`src/rtl/ibex_mem_port_arbiter.sv`:
```
// ibex_mem_port_arbiter
// Lets the Ibex instruction-fetch and load/store ports share one downstream
// memory port, which is all a single-port RAM in the simple system offers.
// - One requester is picked per cycle. An ungranted request locks that
//   choice until the memory grants it.
// - Each granted transaction's owner goes into an in-order ID FIFO, and the
//   FIFO head routes every response back to its owner.
// - Request, grant and response paths are combinational, so the arbiter adds
//   no latency or bubbles.
// Optional feature macro: IBEX_ARB_RR_EN
//   defined   -> round-robin on contention (rr_last tracks the last grant)
//   undefined -> fixed priority, the data side wins contention

module ibex_mem_port_arbiter #(
    parameter int unsigned MaxOutstanding = 2
) (
    input  logic        clk_i,
    input  logic        rst_i,

    input  logic        instr_req_i,
    output logic        instr_gnt_o,
    output logic        instr_rvalid_o,
    input  logic [31:0] instr_addr_i,
    output logic [31:0] instr_rdata_o,

    input  logic        data_req_i,
    output logic        data_gnt_o,
    output logic        data_rvalid_o,
    input  logic        data_we_i,
    input  logic [3:0]  data_be_i,
    input  logic [31:0] data_addr_i,
    input  logic [31:0] data_wdata_i,
    output logic [31:0] data_rdata_o,

    output logic        mem_req_o,
    output logic        mem_we_o,
    output logic [3:0]  mem_be_o,
    output logic [31:0] mem_addr_o,
    output logic [31:0] mem_wdata_o,
    input  logic        mem_gnt_i,
    input  logic        mem_rvalid_i,
    input  logic [31:0] mem_rdata_i,

    output logic        resp_err_o
);

    // Occupancy must be able to hold the value MaxOutstanding itself.
    localparam int unsigned CntW = $clog2(MaxOutstanding + 1);
    // A single-entry FIFO still needs a one-bit pointer.
    localparam int unsigned PtrW = (MaxOutstanding > 1) ? $clog2(MaxOutstanding) : 1;

    localparam logic [CntW-1:0] CntMax  = CntW'(MaxOutstanding);
    localparam logic [PtrW-1:0] PtrLast = PtrW'(MaxOutstanding - 1);

    // ID encoding stored in the FIFO and the lock.
    localparam logic IdInstr = 1'b0;
    localparam logic IdData  = 1'b1;

    // Advance a FIFO pointer, wrapping modulo MaxOutstanding. The depth need
    // not be a power of two, so the wrap is explicit.
    function automatic logic [PtrW-1:0] ptr_inc(input logic [PtrW-1:0] ptr);
        logic [PtrW-1:0] nxt;
        if (ptr == PtrLast) begin
            nxt = '0;
        end else begin
            nxt = ptr + PtrW'(1);
        end
        return nxt;
    endfunction

    // ------------------------------------------------------------------
    // Registered state
    // ------------------------------------------------------------------
    logic [MaxOutstanding-1:0] fifo_r;
    logic [PtrW-1:0]           wr_ptr_r;
    logic [PtrW-1:0]           rd_ptr_r;
    logic [CntW-1:0]           cnt_r;
    logic                      lock_vld_r;
    logic                      lock_id_r;
    logic                      resp_err_r;
`ifdef IBEX_ARB_RR_EN
    logic                      rr_last_r;
`endif

    // ------------------------------------------------------------------
    // Combinational datapath signals
    // ------------------------------------------------------------------
    logic sel_data_s;   // selected requester (IdInstr / IdData)
    logic any_req_s;
    logic room_s;       // FIFO can accept another outstanding transaction
    logic mem_req_s;
    logic grant_s;
    logic push_s;
    logic pop_s;
    logic spurious_s;
    logic head_id_s;

    assign any_req_s  = instr_req_i | data_req_i;
    assign room_s     = (cnt_r < CntMax);
    assign mem_req_s  = any_req_s & room_s;
    assign grant_s    = mem_gnt_i & mem_req_s;
    assign push_s     = grant_s;
    assign pop_s      = mem_rvalid_i & (cnt_r != '0);
    assign spurious_s = mem_rvalid_i & (cnt_r == '0);
    assign head_id_s  = fifo_r[rd_ptr_r];

    // Pick the requester that owns the memory port this cycle.
    always_comb begin
        sel_data_s = IdInstr;
        if (lock_vld_r) begin
            // An earlier ungranted request holds the port until it is granted.
            sel_data_s = lock_id_r;
        end else if (instr_req_i && !data_req_i) begin
            sel_data_s = IdInstr;
        end else if (data_req_i && !instr_req_i) begin
            sel_data_s = IdData;
        end else if (instr_req_i && data_req_i) begin
`ifdef IBEX_ARB_RR_EN
            // The side that was not granted last time goes first.
            sel_data_s = ~rr_last_r;
`else
            sel_data_s = IdData;
`endif
        end else begin
            // Idle: the instruction path shows on the memory port by default.
            sel_data_s = IdInstr;
        end
    end

    // Steer the selected requester onto the downstream port.
    always_comb begin
        mem_we_o    = 1'b0;
        mem_be_o    = 4'hF;
        mem_addr_o  = instr_addr_i;
        mem_wdata_o = 32'h0000_0000;
        if (sel_data_s == IdData) begin
            mem_we_o    = data_we_i;
            mem_be_o    = data_be_i;
            mem_addr_o  = data_addr_i;
            mem_wdata_o = data_wdata_i;
        end else begin
            // Fetches are always full-word reads.
            mem_we_o    = 1'b0;
            mem_be_o    = 4'hF;
            mem_addr_o  = instr_addr_i;
            mem_wdata_o = 32'h0000_0000;
        end
    end

    // Return the grant to the selected side and the response to the FIFO head.
    always_comb begin
        instr_gnt_o    = 1'b0;
        data_gnt_o     = 1'b0;
        instr_rvalid_o = 1'b0;
        data_rvalid_o  = 1'b0;
        if (sel_data_s == IdData) begin
            data_gnt_o = grant_s;
        end else begin
            instr_gnt_o = grant_s;
        end
        if (pop_s) begin
            if (head_id_s == IdData) begin
                data_rvalid_o = 1'b1;
            end else begin
                instr_rvalid_o = 1'b1;
            end
        end else begin
            instr_rvalid_o = 1'b0;
            data_rvalid_o  = 1'b0;
        end
    end

    assign mem_req_o     = mem_req_s;
    assign instr_rdata_o = mem_rdata_i;
    assign data_rdata_o  = mem_rdata_i;
    assign resp_err_o    = resp_err_r;

    // ------------------------------------------------------------------
    // Sequential state
    // ------------------------------------------------------------------

    // Record the owner of each granted transaction at the write pointer.
    always_ff @(posedge clk_i or posedge rst_i) begin
        if (rst_i) begin
            fifo_r   <= '0;
            wr_ptr_r <= '0;
        end else if (push_s) begin
            fifo_r[wr_ptr_r] <= sel_data_s;
            wr_ptr_r         <= ptr_inc(wr_ptr_r);
        end
    end

    // Retire the head entry when its response arrives.
    always_ff @(posedge clk_i or posedge rst_i) begin
        if (rst_i) begin
            rd_ptr_r <= '0;
        end else if (pop_s) begin
            rd_ptr_r <= ptr_inc(rd_ptr_r);
        end
    end

    // Occupancy count. A push and a pop in the same cycle cancel out.
    always_ff @(posedge clk_i or posedge rst_i) begin
        if (rst_i) begin
            cnt_r <= '0;
        end else begin
            case ({push_s, pop_s})
                2'b10:   cnt_r <= cnt_r + CntW'(1);
                2'b01:   cnt_r <= cnt_r - CntW'(1);
                default: cnt_r <= cnt_r;
            endcase
        end
    end

    // Selection lock. An ungranted request freezes the choice so the memory
    // sees a stable address and data until it grants.
    always_ff @(posedge clk_i or posedge rst_i) begin
        if (rst_i) begin
            lock_vld_r <= 1'b0;
            lock_id_r  <= IdInstr;
        end else if (mem_req_s && !mem_gnt_i) begin
            lock_vld_r <= 1'b1;
            lock_id_r  <= sel_data_s;
        end else if (mem_gnt_i) begin
            lock_vld_r <= 1'b0;
        end
    end

`ifdef IBEX_ARB_RR_EN
    // Remember the last granted side for round-robin. Resetting to data
    // lets the instruction side win first.
    always_ff @(posedge clk_i or posedge rst_i) begin
        if (rst_i) begin
            rr_last_r <= IdData;
        end else if (grant_s) begin
            rr_last_r <= sel_data_s;
        end
    end
`endif

    // Sticky flag: a response arrived with nothing outstanding. Only reset
    // clears it.
    always_ff @(posedge clk_i or posedge rst_i) begin
        if (rst_i) begin
            resp_err_r <= 1'b0;
        end else if (spurious_s) begin
            resp_err_r <= 1'b1;
        end
    end

endmodule

```
`config.mk`:
```
export PLATFORM = sky130hd
export DESIGN_NAME = ibex_mem_port_arbiter
export DESIGN_NICKNAME = d
export VERILOG_FILES = /design/src/rtl/ibex_mem_port_arbiter.sv
export SDC_FILE = /design/constraint.sdc
export NUM_CORES = 1
export LEC_CHECK = 0
export BUFFER_PORTS_ARGS = -buffer_cell sky130_fd_sc_hd__buf_2
export CORE_AREA = 2 2 107 109
export DETAILED_ROUTE_END_ITERATION = 10
export DIE_AREA = 0 0 109 111
export PLACE_DENSITY = 0.56
export SLEW_MARGIN = 20
export SYNTH_ARGS = -nofsm -noshare
export SYNTH_HDL_FRONTEND = slang
export SYNTH_SLANG_ARGS = --single-unit
```
`constraint.sdc`:
```
create_clock -name clk_i -period 1.53 [get_ports clk_i]
set_input_delay 0.153 -clock clk_i [delete_from_list [all_inputs] [get_ports clk_i]]
set_output_delay 0.153 -clock clk_i [all_outputs]
set_load 0.02 [all_outputs]
```
After elaboration in Yosys (flattened, before gate mapping)

Index checks and enable logic that the tools add are counted.

Register bits: 9
Bits of input ports: 139
Output and inout bits: 139
Word-level logic and storage cells: 58

Add/subtract/negate cells: 4
$lt $le $gt $ge: 4
Equality and inequality tests: 2
Mux-type cells: 24
Bitwise gates (word level): 5
Reduce and logical (&&, ||, !) cells: 12

Operators by type and width:

| operator              | number |
|---|---|
| $mux W32              | 2 |
| $mux W1               | 18 |
| $reduce_bool A2 Y1    | 3 |
| $logic_and A1 B1 Y1   | 5 |
| $and A1 B1 Y1         | 4 |
| $lt A1 B2 Y1 const B  | 2 |
| $mux W4               | 1 |
| $pmux W2 S2           | 1 |
| $logic_not A1 Y1      | 3 |
| $add A1 B1 Y1 const B | 2 |
| $add A2 B1 Y2 const B | 1 |
| $bwmux W2             | 1 |
| $eq A2 B1 Y1 const B  | 1 |
| $eq A2 B2 Y1 const B  | 1 |
| $logic_not A2 Y1      | 1 |
| $lt A2 B2 Y1 const B  | 1 |
| $sub A2 B1 Y2 const B | 1 |
| $demux W1 S1          | 1 |
| $ge A1 B1 Y1 const B  | 1 |
| $or A1 B1 Y1          | 1 |

Depth between registers and ports, before layout

Gate-level depths: netlist of run 1.

Depth after elaboration: 6
Depth in mapped cells: 7
Gate-level depth less buffers: 6

Worst setup path after synthesis of run 1

Ideal clock, no wire load.

Path type: register to register
Start: register cnt_r[1]
End: register cnt_r[1]
Library setup time: 0.079 ns
Arrival time: 1.499 ns
Required time: 1.451 ns
Slack: -0.048 ns
Cell stages (with the launch flop): 7
Buffers on the path: 1
Period minus slack after synthesis: 1.578 ns
Cell sequence: dfrtp_1 > o21ba_1 > buf_2 > nand2_1 > ha_1 > nor2_1 > xor2_1

Cells in the longest elaborated chain, start to end: 5
Elaborated cells between the ends (all ways): 11
Classes of those cells: add/sub (2); order compare (1); eq/ne (2); mux (1); bitwise (3); reduce/logical (2)

Ends and longest elaborated chain:

| what                                              | line | RTL |
|---|---|---|
| start, declared                                   | 77   | `logic [CntW-1:0] cnt_r;` |
| start signal, assigned                            | 208  | `2'b10: cnt_r <= cnt_r + CntW'(1);` |
| start signal, assigned                            | 209  | `2'b01: cnt_r <= cnt_r - CntW'(1);` |
| start signal, assigned                            | 210  | `default: cnt_r <= cnt_r;` |
| $lt A2 B2 Y1 *                                    | 99   | `assign room_s = (cnt_r < CntMax);` |
| $and A1 B1 Y1 *                                   | 100  | `assign mem_req_s = any_req_s & room_s;` |
| net mem_req_o                                     | 35   | `output logic mem_req_o,` |
| $and A1 B1 Y1 *                                   | 101  | `assign grant_s = mem_gnt_i & mem_req_s;` |
| $eq A2 B1 Y1 or $eq A2 B2 Y1 (tied branches)      | 207  | `case ({push_s, pop_s})` |
| $pmux W2 S2 or $reduce_bool A2 Y1 (tied branches) | n/a  |  |

Mark *: on every way through the listed nets, which the timed path passes. The rest lies on a longest branch.
A chain may end at the register's enable or synchronous reset.

Final worst setup path of run 1

Start: register lock_vld_r
End: output port mem_addr_o[7]

Cells in the longest elaborated chain, start to end: 2

Ends and longest elaborated chain:

| what                   | line | RTL |
|---|---|---|
| start, declared        | 78   | `logic lock_vld_r;` |
| start signal, assigned | 219  | `lock_vld_r <= 1'b0;` |
| start signal, assigned | 222  | `lock_vld_r <= 1'b1;` |
| start signal, assigned | 225  | `lock_vld_r <= 1'b0;` |
| $mux W1                | 110  | `if (lock_vld_r) begin` |
| $mux W32               | 136  | `if (sel_data_s == IdData) begin` |
| end, declared          | 38   | `output logic [31:0] mem_addr_o,` |

Every way passes these cells.

==> results of run 1 <==
layout by cell type (no fill, tap or decap), types with 3 or more instances in the layout:
cell type,n
buf_2,141
nand2_1,56
buf_6,43
and2_1,31
nand2_2,30
nand2_4,11
mux2_4,11
buf_4,11
dfrtp_1,7
nor2_1,5
xnor2_1,4
clkbuf_16,4
inv_1,3
nand2b_1,3
buf_12,3
sequential cells by signal (all words and copies together), names as in the netlist:
register,cells
resp_err_o,1
lock_id_r,1
cnt_r,2
lock_vld_r,1
rd_ptr_r,1
wr_ptr_r,1
fifo_r,2
where the power goes:
part	internal (W)	switching, W
registers	0.000349	0.0000835
clock network	0.000349	0.000119
logic	0.00166	0.00186
total	0.00236	0.00206
repair_timing:
action / 4_1_cts / 5_1_grt
pin swaps: 18 / 15
hold buffers: 1 / 0
gates resized for setup: 106 / 50
gates cloned: 10 / 4
hold endpoints to repair: 9 / 0
setup buffers: 6 / 2
setup endpoints to repair: 71 / 71
stage by stage:
stage	total power [W]	worst slack (ns)
global placement	0.00267	-0.0315
finish	0.00442	-0.162
detailed placement	0.00267	-0.0504
global route	0.00468	-0.203
floorplan	0.00209	0.0129
CTS	0.00408	-0.188
logic make-up after synthesis:
logic type / count (synthesis) / synth area share
xor+xnor: 5 / 0.0281
buf+inv: 78 / 0.349
flops: 9 / 0.144
mux: 4 / 0.0321
simple gates: 143 / 0.407
compound gates: 7 / 0.0313
fa+ha+maj: 1 / 0.00802
metal layers:
| metal | part of all wire | vias up | GRT usage |
|---|---|---|---|
| met5 | 0 | - | 0 |
| met4 | 0.026 | 0 | 0.0385 |
| met3 | 0.11 | 25 | 0.0488 |
| met2 | 0.50 | 132 | 0.217 |
| met1 | 0.36 | 935 | 0.140 |
| li1 | - | 992 | - |
worst max-delay path: cells and delay by family (launching register included):
kind,cells,cell delay (ns)
mux,1,0.25
buf+inv,4,0.54
simple gates,2,0.12
flops,1,0.38
final timing paths:
| path | from | to | slack [ns] | cells past startpoint |
|---|---|---|---|---|
| worst max-delay path | lock_vld_r | mem_addr_o[7] | -0.16 | 7 |
| worst min-delay path | mem_rvalid_i | resp_err_o | 0.14 | 2 |
| worst max register to register | lock_vld_r | lock_id_r | 0.01 | 7 |
| worst min register to register | resp_err_o | resp_err_o | 0.45 | 1 |
| max in group asynchronous | rst_i | lock_id_r | 0.81 | 3 |
| min in group asynchronous | rst_i | cnt_r[1] | 0.44 | 3 |
final cells by class:
type                            instances  area [µm²]  share of cell area
Tap cell                              143         179              0.0577
Timing Repair Buffer                  201        1400               0.450
Sequential cell                         9         228              0.0734
Clock buffer                            4        78.8              0.0254
Multi-Input combinational cell        172        1210               0.390
Inverter                                3        11.3             0.00363
==> out/results.ini, run 1 <==
[timing]
hold_viol=0
fin_skew_ns=0.00167
tns_ns=-8.89
setup_slack_ns=-0.162
hold_ws_ns=0.138
period_share=1.11
rsz0062_at_grt=true
worstMarginPinSlew_ns=0.359
max_freq_mhz=591
setup_viol=71
min_period_ns=1.69
maxSlewHeadroom=0.761
slew_viol_final=0

[yosys]
yosysTopAreaCell=buf_4
syn_area_um2=1560
yosysTopAreaCellShare=0.308
postSynth.asyncResetShare=1.00
syn_inst=247
synthFlopType=dfrtp_1
synth.most_common_cell=nand2_1
yosysWarnings=0
seq_area_frac_synth=0.144
synth_seq_cells=9
synth_common_cells=nand2_1, buf_4, and2_1
syn-num-nets=387
synth_area_leaders=buf_4, nand2_1, dfrtp_1
synth.avg_cell_area_um2=6.32
ys_types=24
synth_edf_count=0

[floorplan]
fp.dieW_um=109
core_region_area_um2=11100
initial_core_util=0.141
ioPinCount=278
die_y_um=111
fp.dieArea_um2=12100
rows=39

[clocking]
clk_latency_ns=0.24
cts_tree=done
cts_inserted_buffers=3
path_clk_slew_ns=0.04
clock_path_buffers=2
h-tree-depth=1
cts_root_buffer=clkbuf_16
clock_sinks=9

[detailed_routing]
drt_wl_total_mm=9.11
dr.first_iter.drc_count=57
drt_first_pass_iters=4
via_count=2084
drt-vias-per-instance=3.92
avgRoutedWirePerCell_um=17.1
drcViolationCount=0
ant_nets=0

[critical_path]
critPathMaxFanout=8
crit_type=reg2out
worstSetupEndpointType=output port
critPathMaxStageDelay_ns=0.38
crit_chain=buf_6 > mux2i_4 > buf_6 > buf_12 > nand2_2 > nand2_2 > buf_6
crit_arrival_ns=1.54
required_ns=1.38
crit_path_start_kind=flop
cp_slowest_cell=dfrtp_2
crit_top_cell=buf_6

[flow_run]
maxCapViolCount=0

[placed_design]
place_inst=505
portBuffers=181
dp.final_hpwl_mm=5.35
place_congestion=0.664
placed_area_um2=2210

[grt]
gr-usage-all-layers=0.126
grt_start_max_net_pins=19
grt.overflow.total=0
grt_pass1_vias=1917
grt_pass1_wl_mm=11.2
grt_antenna_before_repair=0

[pwr]
leakage_nw=1.75
peakVddDrop_v=0.000889
p_per_area_nw_per_um2=1430

[final_layout]
drive_gt1_frac=0.689
nNetsFinal=530
fin_util=0.280
area_delta_synth_final_pct=98.8
fill_cells=1212
antenna-diode-count=0
final_area_um2=3100
final_cells=532

[worst_hold_path]
hp-class=in2reg

[run_status]
status=finished with violations
violations=negative setup slack

(Power assumes the default switching activity.)
==> run 2, diff against run 1 <==
==> constraint.sdc (replaced) <==
create_clock -name clk_i -period 1.53 [get_ports clk_i]
set_input_delay 0.153 -clock clk_i [delete_from_list [all_inputs] [get_ports clk_i]]
set_output_delay 0.153 -clock clk_i [all_outputs]
set_load 0.01 [all_outputs]
==> out/results.ini, run 2 (synthesized netlist as in run 1, its figures left out) <==
[timing]
hold_viol=0  ; unchanged
maxSlewHeadroom=0.762  ; +0.00127
max_freq_mhz=594  ; +0.40%
rsz0062_at_grt=true
fin_skew_ns=0.00168  ; +0.0000119 ns
min_period_ns=1.68  ; -0.00680 ns
setup_slack_ns=-0.155  ; +0.00679 ns
tns_ns=-8.37  ; +0.515 ns
period_share=1.10  ; -0.00444
hold_ws_ns=0.143  ; +0.00562 ns
setup_viol=71  ; unchanged
worstMarginPinSlew_ns=0.357  ; -0.00191 ns
slew_viol_final=0  ; unchanged

[detailed_routing]
drt_first_pass_iters=4  ; unchanged
ant_nets=0  ; unchanged
avgRoutedWirePerCell_um=15.0  ; -12%
via_count=1930  ; -7.4%
drcViolationCount=0  ; unchanged
dr.first_iter.drc_count=45  ; -21%
drt-vias-per-instance=3.70  ; -5.6%
drt_wl_total_mm=7.83  ; -14%

[flow_run]
maxCapViolCount=0  ; unchanged

[pwr]
p_per_area_nw_per_um2=1260  ; -11%
p_int_w=0.00186  ; -21%
peakVddDrop_v=0.000845  ; -5.0%
p_sw_frac=0.430  ; -0.0365
combPwrFrac=0.726  ; -0.071
clkPwrFrac=0.140  ; +0.034
p_seq_frac=0.134  ; +0.036
leakage_nw=1.53  ; -12%
power.switching_w=0.00141  ; -32%

[clocking]
h-tree-depth=1  ; unchanged
path_clk_slew_ns=0.04  ; about the same
cts_inserted_buffers=3  ; unchanged
clock_path_buffers=2  ; unchanged
cts_tree=done
cts_root_buffer=clkbuf_16
clk_latency_ns=0.23  ; about the same
clock_sinks=9  ; unchanged

[floorplan]
ioPinCount=278  ; unchanged
initial_core_util=0.141  ; unchanged
core_region_area_um2=11100  ; unchanged
fp.dieW_um=109  ; unchanged
rows=39  ; unchanged
fp.dieArea_um2=12100  ; unchanged
die_y_um=111  ; unchanged

[final_layout]
area_delta_synth_final_pct=65.6
nNetsFinal=520  ; -1.9%
layout_commonest_cell=buf_2
final_cell_mix=buf_2, nand2_1, and2_1
top_regs=cnt_r: 2 flops, fifo_r: 2 flops
antenna-diode-count=0  ; unchanged
drive_gt1_frac=0.609  ; -0.0794
fill_cells=1237  ; +2.1%
final_cells=522  ; -1.9%

[grt]
grt.overflow.total=0  ; unchanged
grt_antenna_before_repair=0  ; unchanged
grt_pass1_wl_mm=10.5  ; -5.6%
grt_start_max_net_pins=37  ; +18
grt_pass1_vias=1767  ; -7.8%
gr-usage-all-layers=0.119  ; -0.00708

[critical_path]
critPathMaxStageDelay_ns=0.42  ; +0.04 ns
critPathMaxFanout=36  ; +28
cp_slowest_cell=dfrtp_2
required_ns=1.38  ; about the same
crit_arrival_ns=1.53  ; about the same
crit_chain=buf_4 > mux2_8 > and2_1 > buf_2
worstSetupEndpointType=output port
crit_type=reg2out
crit_path_start_kind=flop

[placed_design]
dp.final_hpwl_mm=5.29  ; -1.1%
place_congestion=0.675  ; +1.6%
place_inst=504  ; -0.20%
place_ws_ns=-0.0127  ; +0.0377 ns
portBuffers=181  ; unchanged

[run_status]
status=finished with violations
violations=negative setup slack

[worst_hold_path]
hp-class=in2reg

## run 2: cell count changes in the layout (fill, tap and decap cells not counted), sizes merged
cell	delta
buf	-4
mux2	-6
## run 2: final cells by class
type | instances | area, µm² | share of cell area
Inverter | 3 | 11.3 | 0.00436
Multi-Input combinational cell | 166 | 966 | 0.374
Tap cell | 143 | 179 | 0.0692
Clock buffer | 4 | 78.8 | 0.0305
Sequential cell | 9 | 228 | 0.0881
Timing Repair Buffer | 197 | 1120 | 0.434
## run 2: worst paths after layout
| path | slack [ns] | cells after the start | from | endpoint |
|---|---|---|---|---|
| worst max-delay path | -0.15 | 4 | lock_vld_r | mem_wdata_o[5] |
| worst min-delay path | 0.14 | 2 | mem_rvalid_i | resp_err_o |
| worst max register to register | 0.12 | 5 | cnt_r[1] | cnt_r[1] |
| worst min register to register | 0.45 | 1 | resp_err_o | resp_err_o |
| max in group asynchronous | 0.82 | 3 | rst_i | lock_vld_r |
| min in group asynchronous | 0.42 | 3 | rst_i | resp_err_o |
## run 2: metrics by stage
| stage | power [W] | util | area, µm² |
|---|---|---|---|
| 2_1_floorplan | 0.00167 | - | 1560 |
| 4_1_cts | 0.00316 | 0.222 | 2460 |
| 3_5_place_dp | 0.00231 | 0.198 | 2190 |
| 6_report | 0.00327 | 0.233 | 2580 |
| 3_3_place_gp | 0.00230 | 0.198 | 2190 |
| 5_1_grt | 0.00360 | 0.233 | 2580 |
## run 2: routing by layer
layer,vias up,global-route usage,part of all wire
met5,-,0,0
met4,0,0.0410,0.030
met3,26,0.0470,0.12
met2,132,0.195,0.47
met1,817,0.138,0.38
li1,955,-,-
## run 2: power by group through the flow
| stage | Sequential [W] | Clock, W | Combinational (W) |
|---|---|---|---|
| finish | 0.000438 | 0.000458 | 0.00237 |
| global route | 0.000460 | 0.000484 | 0.00265 |
| CTS | 0.000440 | 0.000467 | 0.00225 |
| detailed placement | 0.000424 | 0 | 0.00189 |
| global placement | 0.000423 | 0 | 0.00188 |
| floorplan | 0.000422 | 0 | 0.00125 |
## run 2: worst max-delay path: cells and delay by family, from the launching register on
family                 cells  cell delay (ns)
buffers and inverters      2             0.28
flip-flops                 1             0.42
multiplexers               1             0.40
AND/OR/NAND/NOR            1             0.19
## run 2: repair_timing
item	4_1_cts	5_1_grt
cloned	7	1
pin swaps	17	1
endpoints found under the hold margin	9	0
hold buffers	1	0
gates resized for setup	16	22
setup buffers	4	1
setup endpoints to repair	71	71
==> run 3, diff against run 2 <==
--- a/config.mk
+++ b/config.mk
@@ -6,10 +6,10 @@
 export NUM_CORES = 1
 export LEC_CHECK = 0
 export BUFFER_PORTS_ARGS = -buffer_cell sky130_fd_sc_hd__buf_2
-export CORE_AREA = 2 2 107 109
+export CORE_AREA = 2 2 109 111
 export DETAILED_ROUTE_END_ITERATION = 10
-export DIE_AREA = 0 0 109 111
-export PLACE_DENSITY = 0.56
+export DIE_AREA = 0 0 111 113
+export PLACE_DENSITY = 0.53
 export SLEW_MARGIN = 20
 export SYNTH_ARGS = -nofsm -noshare
 export SYNTH_HDL_FRONTEND = slang
==> constraint.sdc (replaced) <==
create_clock -name clk_i -period 1.6 [get_ports clk_i]
set_input_delay 0.16 -clock clk_i [delete_from_list [all_inputs] [get_ports clk_i]]
set_output_delay 0.16 -clock clk_i [all_outputs]
set_load 0.01 [all_outputs]
==> out/results.ini, run 3 (synthesized netlist as in run 1, its figures left out) <==
[run_status]
status=finished with violations
violations=negative setup slack

[timing]
setup_slack_ns=-0.0999  ; +0.0550 ns
hold_viol=0  ; unchanged
maxSlewHeadroom=0.773  ; +0.0111
period_share=1.06
hold_ws_ns=0.146  ; +0.00266 ns
slew_viol_final=0  ; unchanged
fin_skew_ns=0.000276  ; -0.00140 ns
rsz0062_at_grt=true
max_freq_mhz=588
min_period_ns=1.70
setup_viol=66  ; -7.0%
worstMarginPinSlew_ns=0.340  ; -0.0167 ns

[detailed_routing]
drt-vias-per-instance=3.72  ; +0.56%
drcViolationCount=0  ; unchanged
dr.first_iter.drc_count=47  ; +4.4%
drt_wl_total_mm=7.05  ; -9.9%
avgRoutedWirePerCell_um=13.7  ; -8.5%
via_count=1911  ; -0.98%
ant_nets=0  ; unchanged
drt_first_pass_iters=4  ; unchanged

[placed_design]
portBuffers=181  ; unchanged
place_inst=499  ; -0.99%
dp.final_hpwl_mm=4.55  ; -14%
place_congestion=0.750  ; +11%

[grt]
grt.overflow.total=0  ; unchanged
grt_util_met2=0.144  ; -0.0515
grt_antenna_before_repair=0  ; unchanged
grt_pass1_vias=1731  ; -2.0%
gr-usage-all-layers=0.0884  ; -0.0302
grt_start_max_net_pins=37  ; unchanged
gr-usage-met3=0.0182  ; -0.0288
grt_pass1_wl_mm=8.99  ; -15%
globalRouteMet1Util=0.116  ; -0.0218
busiest_layer=met2

[final_layout]
nNetsFinal=512  ; -1.5%
final_cell_mix=buf_2, nand2_1, and2_1
final_cells=514  ; -1.5%
antenna-diode-count=0  ; unchanged
layout_commonest_cell=buf_2
top_regs=cnt_r: 2 flops, fifo_r: 2 flops
fill_cells=1249  ; +0.97%
area_delta_synth_final_pct=66.8
drive_gt1_frac=0.620  ; +0.0104
fin_util=0.231  ; -0.00237

[pwr]
leakage_nw=1.54  ; +0.58%
p_seq_frac=0.143  ; +0.009
combPwrFrac=0.717  ; -0.009
p_sw_frac=0.433  ; +0.00339
clkPwrFrac=0.140  ; about the same
power.switching_w=0.00136  ; -3.5%
p_per_area_nw_per_um2=1200  ; -4.9%
peakVddDrop_v=0.000672  ; -20%
p_int_w=0.00177  ; -4.8%

[critical_path]
reg2regPathDepth=3  ; -2
required_ns=1.44  ; +0.06 ns
critPathMaxStageDelay_ns=0.46  ; +0.04 ns
crit_chain=mux2i_4 > buf_12 > buf_8 > nand2_1 > nand2_1 > buf_2
crit_arrival_ns=1.54  ; about the same
crit_start=lock_vld_r
critPathMaxFanout=8  ; -78%
worstSetupEndpointType=output port
crit_top_cell=nand2_1
crit_buf_inv=3  ; +1
cp_slowest_cell=dfrtp_2
rrSetupSlack_ns=0.12  ; about the same
crit_path_start_kind=flop
crit_family=flip-flops
crit_type=reg2out
rr_startpoint=lock_vld_r
timing.rr.end=fifo_r[0]

[clocking]
clk_latency_ns=0.23  ; about the same
cts_tree=done
cts_inserted_buffers=3  ; unchanged
cts_root_buffer=clkbuf_16
clock_sinks=9  ; unchanged
h-tree-depth=1  ; unchanged
path_clk_slew_ns=0.04  ; about the same
clock_path_buffers=2  ; unchanged

[floorplan]
fp.dieW_um=111  ; +1.8%
initial_core_util=0.138  ; -0.00244
die_y_um=113  ; +1.8%
ioPinCount=278  ; unchanged
fp.dieArea_um2=12500  ; +3.7%
core_region_area_um2=11300  ; +1.8%
rows=39  ; unchanged

[worst_hold_path]
hp-class=in2reg
hold_path.startpoint=mem_rvalid_i
hold_path_end=resp_err_o
whs_path_depth=2  ; unchanged

[flow_run]
maxCapViolCount=0  ; unchanged

run 3: cell types whose count changed in the layout (fill, tap and decap cells not counted), sizes merged:
| cell | previous run | this run |
|---|---|---|
| buf | 195 | 189 |
| mux2 | 8 | 4 |
| clkbuf | 5 | 7 |
run 3: per-layer routing:
metal  vias to the layer above  share of wire  routed length [µm]
li1                        936              -                   -
met1                       832           0.44                3080
met2                       115           0.46                3240
met3                        28          0.080                 562
met4                         0          0.024                 167
met5                         -              0                   0
run 3: per-stage QoR:
step           setup slack (ns)  area (µm²)  total power [W]  setup TNS (ns)
6_report                -0.0999        2600          0.00313           -3.94
4_1_cts                 -0.0800        2290          0.00270           -2.89
5_1_grt                  -0.159        2600          0.00340           -8.07
2_1_floorplan            0.0693        1560          0.00159               0
3_3_place_gp            0.00520        2160          0.00210               0
3_5_place_dp            -0.0460        2160          0.00213         -0.0742
run 3: repair_timing:
item,4_1_cts,5_1_grt
setup buffers,1,1
endpoints found under the hold margin,9,0
hold buffers,1,0
cloned,2,6
setup endpoints to repair,70,71
gates resized for setup,3,48
pin swaps,1,16
run 3: how the worst max path moves through the flow:
| stage | endpoint | depth (start not counted) |
|---|---|---|
| after global routing | mem_addr_o[1] | 6 |
| after CTS | mem_addr_o[0] | 5 |
| after detailed placement | mem_addr_o[14] | 4 |
| after global placement | mem_addr_o[14] | 4 |
| after floorplan | cnt_r[1] | 6 |
| final | mem_addr_o[1] | 6 |
run 3: final cells by class:
cell class,instances,area (µm²),area share
Clock buffer,4,78.8,0.0303
Multi-Input combinational cell,162,953,0.366
Inverter,3,11.3,0.00433
Tap cell,143,179,0.0688
Timing Repair Buffer,193,1150,0.443
Sequential cell,9,226,0.0870
run 3: power by group through the flow:
stage               registers, W  logic [W]  clock network, W
CTS                     0.000450    0.00181          0.000442
global route            0.000466    0.00247          0.000465
floorplan               0.000404    0.00119                 0
finish                  0.000449    0.00224          0.000437
detailed placement      0.000434    0.00170                 0
global placement        0.000424    0.00168                 0
run 3: worst register-to-register path: stages, from the launching register on:
cell	delay, ns
dfrtp_2	0.47
mux2_4	0.46
buf_4	0.18
mux2_2	0.25
